[src/rtl/mem_pkg.sv]
// Shared types and helpers for the LEGv8 memory-access stage.
package mem_pkg;

    typedef enum logic [1:0] {IDLE, WAIT, DONE, ERR} mem_state_t;
    typedef enum logic [1:0] {SZ_B, SZ_H, SZ_W, SZ_D} xfer_size_t;

    localparam int DW_BYTES = 8;

    // Number of bytes moved by a transfer of the given size (1, 2, 4 or 8).
    function automatic logic [3:0] size_bytes(input xfer_size_t size);
        case (size)
            SZ_B:    return 4'd1;
            SZ_H:    return 4'd2;
            SZ_W:    return 4'd4;
            default: return 4'd8;
        endcase
    endfunction

endpackage

[src/rtl/byte_lane_align.sv]
// Byte-lane steering for one doubleword bus beat: enables, store shift,
// load extraction and alignment check. Purely combinational.
module byte_lane_align
    import mem_pkg::*;
(
    input  xfer_size_t  size,
    input  logic [2:0]  lane,
    input  logic [63:0] write_data,
    input  logic [63:0] mem_rdata,
    output logic [7:0]  be,
    output logic [63:0] wdata_shifted,
    output logic [63:0] rdata_extracted,
    output logic        misalign
);

    logic [3:0]  nbytes;
    logic [15:0] be_wide;
    logic [63:0] rdata_lane;

    // NOTE: every output of a combinational block gets a value on every path,
    // otherwise synthesis infers a latch to hold the old one.
    always_comb begin
        nbytes        = size_bytes(size);
        be_wide       = ((16'd1 << nbytes) - 16'd1) << lane;
        be            = be_wide[7:0];
        wdata_shifted = write_data << {lane, 3'b000};
        rdata_lane    = mem_rdata >> {lane, 3'b000};

        case (size)
            SZ_B:    rdata_extracted = {56'd0, rdata_lane[7:0]};
            SZ_H:    rdata_extracted = {48'd0, rdata_lane[15:0]};
            SZ_W:    rdata_extracted = {32'd0, rdata_lane[31:0]};
            default: rdata_extracted = rdata_lane;
        endcase

        // Natural alignment, plus an explicit guard against spilling past the doubleword.
        misalign = ((lane & (nbytes[2:0] - 3'd1)) != 3'd0)
                || (({1'b0, lane} + nbytes) > 4'(DW_BYTES));
    end

endmodule

[src/rtl/data_mem_access.sv]
// LEGv8 memory-access stage: runs one load/store over a req/ack bus,
// stalls the core meanwhile, and aborts accesses that never get acked.
module data_mem_access
    import mem_pkg::*;
#(
    parameter int TIMEOUT = 64,
    parameter int CNT_W   = 8
) (
    input  logic        clk,
    input  logic        reset,
    input  logic        MemRead,
    input  logic        MemWrite,
    input  logic [1:0]  xfer_size,
    input  logic [63:0] dm_address_in,
    input  logic [63:0] write_data,
    output logic        mem_req,
    output logic        mem_we,
    output logic [63:0] mem_addr,
    output logic [63:0] mem_wdata,
    output logic [7:0]  mem_be,
    input  logic        mem_ack,
    input  logic [63:0] mem_rdata,
    output logic        stall,
    output logic [63:0] dm_read_data,
    output logic [63:0] dm_address,
    output logic        wb_valid,
    output logic        mem_err
);

    mem_state_t       state, next_state;
    logic [CNT_W-1:0] cnt;
    logic [7:0]       be;
    logic [63:0]      wdata_shifted, rdata_extracted;
    logic             misalign, op, illegal;
    logic             start, reject, complete, timed_out;

    assign op         = MemRead ^ MemWrite;
    assign illegal    = MemRead & MemWrite;
    assign dm_address = dm_address_in;

    // The core holds its inputs while stalled, so live inputs stay valid through WAIT.
    byte_lane_align u_align (
        .size            (xfer_size_t'(xfer_size)),
        .lane            (dm_address_in[2:0]),
        .write_data      (write_data),
        .mem_rdata       (mem_rdata),
        .be              (be),
        .wdata_shifted   (wdata_shifted),
        .rdata_extracted (rdata_extracted),
        .misalign        (misalign)
    );

    // NOTE: sequential state uses non-blocking assignments so every register
    // samples pre-edge values regardless of statement order.
    always_ff @(posedge clk or posedge reset) begin
        if (reset) state <= IDLE;
        else       state <= next_state;
    end

    always_comb begin
        next_state = state;
        case (state)
            IDLE: begin
                if (start)       next_state = WAIT;
                else if (reject) next_state = ERR;
            end
            WAIT: begin
                if (complete)       next_state = DONE;
                else if (timed_out) next_state = ERR;
            end
            default: next_state = IDLE;
        endcase
    end

    // An ack on the final WAIT cycle takes priority over the timeout.
    always_comb begin
        start     = (state == IDLE) && op && !misalign;
        reject    = (state == IDLE) && (illegal || (op && misalign));
        complete  = (state == WAIT) && mem_ack;
        timed_out = (state == WAIT) && !mem_ack && (cnt == CNT_W'(TIMEOUT - 1));
        stall     = start || (state == WAIT);
    end

    always_ff @(posedge clk or posedge reset) begin
        if (reset) begin
            mem_req      <= 1'b0;
            mem_we       <= 1'b0;
            mem_addr     <= '0;
            mem_wdata    <= '0;
            mem_be       <= '0;
            cnt          <= '0;
            dm_read_data <= '0;
            wb_valid     <= 1'b0;
            mem_err      <= 1'b0;
        end else begin
            wb_valid <= 1'b0;
            mem_err  <= 1'b0;
            if (start) begin
                mem_req   <= 1'b1;
                mem_we    <= MemWrite;
                mem_addr  <= {dm_address_in[63:3], 3'b000};
                mem_wdata <= wdata_shifted;
                mem_be    <= be;
                cnt       <= '0;
            end else if (reject) begin
                mem_err <= 1'b1;
            end else if (complete) begin
                mem_req  <= 1'b0;
                wb_valid <= 1'b1;
                if (!mem_we) dm_read_data <= rdata_extracted;
            end else if (timed_out) begin
                mem_req <= 1'b0;
                mem_err <= 1'b1;
            end else if (state == WAIT) begin
                cnt <= cnt + 1'b1;
            end
        end
    end

endmodule

[config.mk]
export PLATFORM = sky130hd
export DESIGN_NAME = data_mem_access
export DESIGN_NICKNAME = d
export VERILOG_FILES = /design/src/rtl/mem_pkg.sv /design/src/rtl/byte_lane_align.sv /design/src/rtl/data_mem_access.sv
export SDC_FILE = /design/constraint.sdc
export NUM_CORES = 1
export LEC_CHECK = 0
export ABC_CLOCK_PERIOD_IN_PS = 7100
export CAP_MARGIN = 10
export CORE_AREA = 3 3 181 183
export DETAILED_ROUTE_END_ITERATION = 6
export DIE_AREA = 0 0 184 186
export PLACE_DENSITY = 0.73
export SYNTH_ARGS = -nofsm -noshare
export SYNTH_HDL_FRONTEND = slang
export SYNTH_HIERARCHICAL = 1
export SYNTH_SLANG_ARGS = --single-unit
[constraint.sdc]
create_clock -name clk -period 7.1 [get_ports clk]
set_input_delay 0.71 -clock clk [delete_from_list [all_inputs] [get_ports clk]]
set_output_delay 0.71 -clock clk [all_outputs]
set_load 0.01 [all_outputs]
==> impl_metrics.yaml <==
logic_synthesis:
  async_flop_share_pct: 100
  synthFlopType: "dfrtp_1"
  synth_top_area_share_pct: 42.2
  ys_types: 56
  mappedNetlistArea_um2: 12500
  yosysSeqAreaShare_pct: 42.2
  synthTopCellsByArea: "dfrtp_1, nand2_1, mux2_2"
  synth_cells: 1422
  ys_ff_latch: 211
  synth_area_per_cell_um2: 8.80
  yosysWarnings: 6
  synth_edf_count: 0
  yosysTopAreaCell: "dfrtp_1"
cts:
  cts_root_buf: "clkbuf_16"
  cts_sinks: 211
  htreeDepth: 1
  cts-resized-gates: 0
  clock_path_buffers: 3
  insertion_delay_ns: 0.53
  tritoncts: "built"
  cts.reportedPaths.clkPinSlew_ns: 0.06
  cts_hold_buf: 0
  post-cts-setup-buffers: 0
  cts_made_buffers: 26
die:
  start_util_pct: 39.9
  die_y_um: 186
  dieArea_um2: 34200
  core_area_um2: 31400
  core.rowCount: 65
  pin_count: 468
  die_w_um: 184
status:
  status: "completed"
critical_path:
  critPathMostFrequentCell: "clkdlybuf4s50_1"
  crit_chain: "clkdlybuf4s50_1 -> nor2_2 -> ha_1 -> fa_1 -> or3_1 -> a31oi_1 -> o211ai_1 -> or4b_4 -> o21ai_0 -> clkdlybuf4s50_1"
  start_kind: "input port"
  cp-end-kind: "output port"
  crit_type: "in -> out"
  worstPathArrival_ns: 4.96
  cp_max_fo: 39
  slowest_stage: "or4b_4"
  required_ns: 6.39
  cpPeakStageDelay_ns: 0.81
placement:
  hpwl_um: 32000
  post-place-ws_ns: 1.36
  gp_congestion: 0.874
  post_dp_cell_area_um2: 16700
  dp.cells: 2140
  portBuffers: 464
sta:
  hold_slack_ns: 0.471
  relSlewSlack_pct: 23.8
  fin_crit_ns: 5.67
  max_freq_mhz: 176
  finClkSkew_ns: 0.0123
  finalHoldViolations: 0
  worst_pin_slew_ns: 1.14
  fin_setup_tns_ns: 0
  slew_violations: 0
  setup_viol: 0
  rsz0062_at_grt: "false"
  finalWorstSetupSlack_ns: 1.43
  fin_crit_sh_pct: 79.9
layout:
  mostFrequentLayoutCell: "nand2_1"
  fin_cells: 2189
  fin_nets: 1973
  stdcell_area_um2: 17700
  fillCellCount: 2830
  final_cell_mix: "nand2_1, clkdlybuf4s50_1, dfrtp_1"
  drive_above_1_share_pct: 10.9
  area_growth_pct: 41.2
  antenna_cells: 0
power_and_ir_drop:
  power-per-cell-area_nw_per_um2: 325
  ir_drop_mv: 0.201
  cellLeakagePower_nw: 8.21
hold_path:
  worstHoldPathType: "reg -> reg"
detailed_routing:
  final_antenna_net_count: 0
  first_pass_iters: 6
  drt_wl_total_um: 43900
  drc: 0
  wl_per_cell_um: 20.1
  viasPerCell: 5.23
  first_iter_violations: 806
  via_count: 11452
global_routing:
  grt-ovfl-total: 0
  grt_pass1_wl_um: 65600
  grt_pass1_vias: 11457
  grt_max_degree: 111
  antenna_found_initial: 0
  grtUsageTotal_pct: 24.4
run:
  maxCapViolCount: 0
## synthesized netlist by cell type, drive strengths merged (11+ instances only)
cell	n
a21oi	56
dfrtp	211
mux2	113
nand2	470
clkbuf	18
nor2	97
mux2i	111
buf	146
o21ai	53
inv	12
and3	11
o22ai	32
## sequential cells by signal, indices dropped and copies added (netlist names)
register,count
state,2
mem_addr,61
mem_req,1
mem_wdata,64
wb_valid,1
dm_read_data,64
mem_err,1
mem_be,8
mem_we,1
cnt,8
## through the flow
| step | total power, mW | util, % |
|---|---|---|
| 5_1_grt | 6.08 | 56.3 |
| 3_5_place_dp | 4.36 | 53.3 |
| 2_1_floorplan | 2.96 | - |
| 6_report | 5.75 | 56.3 |
| 4_1_cts | 5.81 | 56.2 |
| 3_3_place_gp | 4.31 | 53.3 |
## worst paths after layout
kind,startpoint,to,slack (ns),cells past startpoint
worst max-delay path,xfer_size[1],stall,1.43,10
worst min-delay path,mem_addr[61]$_DFFE_PP0P_,mem_addr[61]$_DFFE_PP0P_,0.47,2
worst max register to register,state[0]$_DFFE_PP0P_,cnt[5]$_DFFE_PP0P_,4.62,4
worst min register to register,mem_addr[61]$_DFFE_PP0P_,mem_addr[61]$_DFFE_PP0P_,0.47,2
max in group asynchronous,reset,mem_wdata[14]$_DFFE_PP0P_,5.09,3
min in group asynchronous,reset,mem_addr[27]$_DFFE_PP0P_,0.70,2
## routing by layer
layer	share of wire (%)	global-route usage, %	up-vias
li1	-	-	5384
met5	0	0	-
met3	8.0	6.72	71
met2	50	42.4	447
met4	3.3	7.74	0
met1	39	29.3	5550
## power by group
part,switching (mW),internal (mW)
combinational,1.09,1.28
clock,0.535,0.883
sequential,0.282,1.68
total,1.90,3.84
## worst max-delay path: cells and delay by family
family          cells  cell delay, ns
simple gates        3            1.71
buf+inv             2            1.26
fa+ha+maj           2            0.70
compound gates      3            0.56
## area by class of cell
class | count | area, µm² | area share, %
inverter | 12 | 52.6 | 0.297
timing repair buffer | 479 | 4770 | 27.0
sequential | 211 | 5280 | 29.9
clock inverter | 10 | 128 | 0.722
multi-input combinational | 1037 | 6140 | 34.8
clock buffer | 38 | 797 | 4.51
tap | 402 | 503 | 2.85
## kinds of logic (layout without fill, tap and decap cells)
group	Yosys count	in the layout	share of synthesized area, %
buffers and inverters	176	539	8.98
muxes	228	228	19.8
other	1	3	0.0300
xor gates and xnor gates	1	1	0.0700
DFF	211	211	42.2
and+or+nand+nor	628	628	20.2
adders and majority gates	7	7	0.760
AOI/OAI and AO/OA	170	170	8.00
No activity file was read; power rests on OpenSTA's default activity.
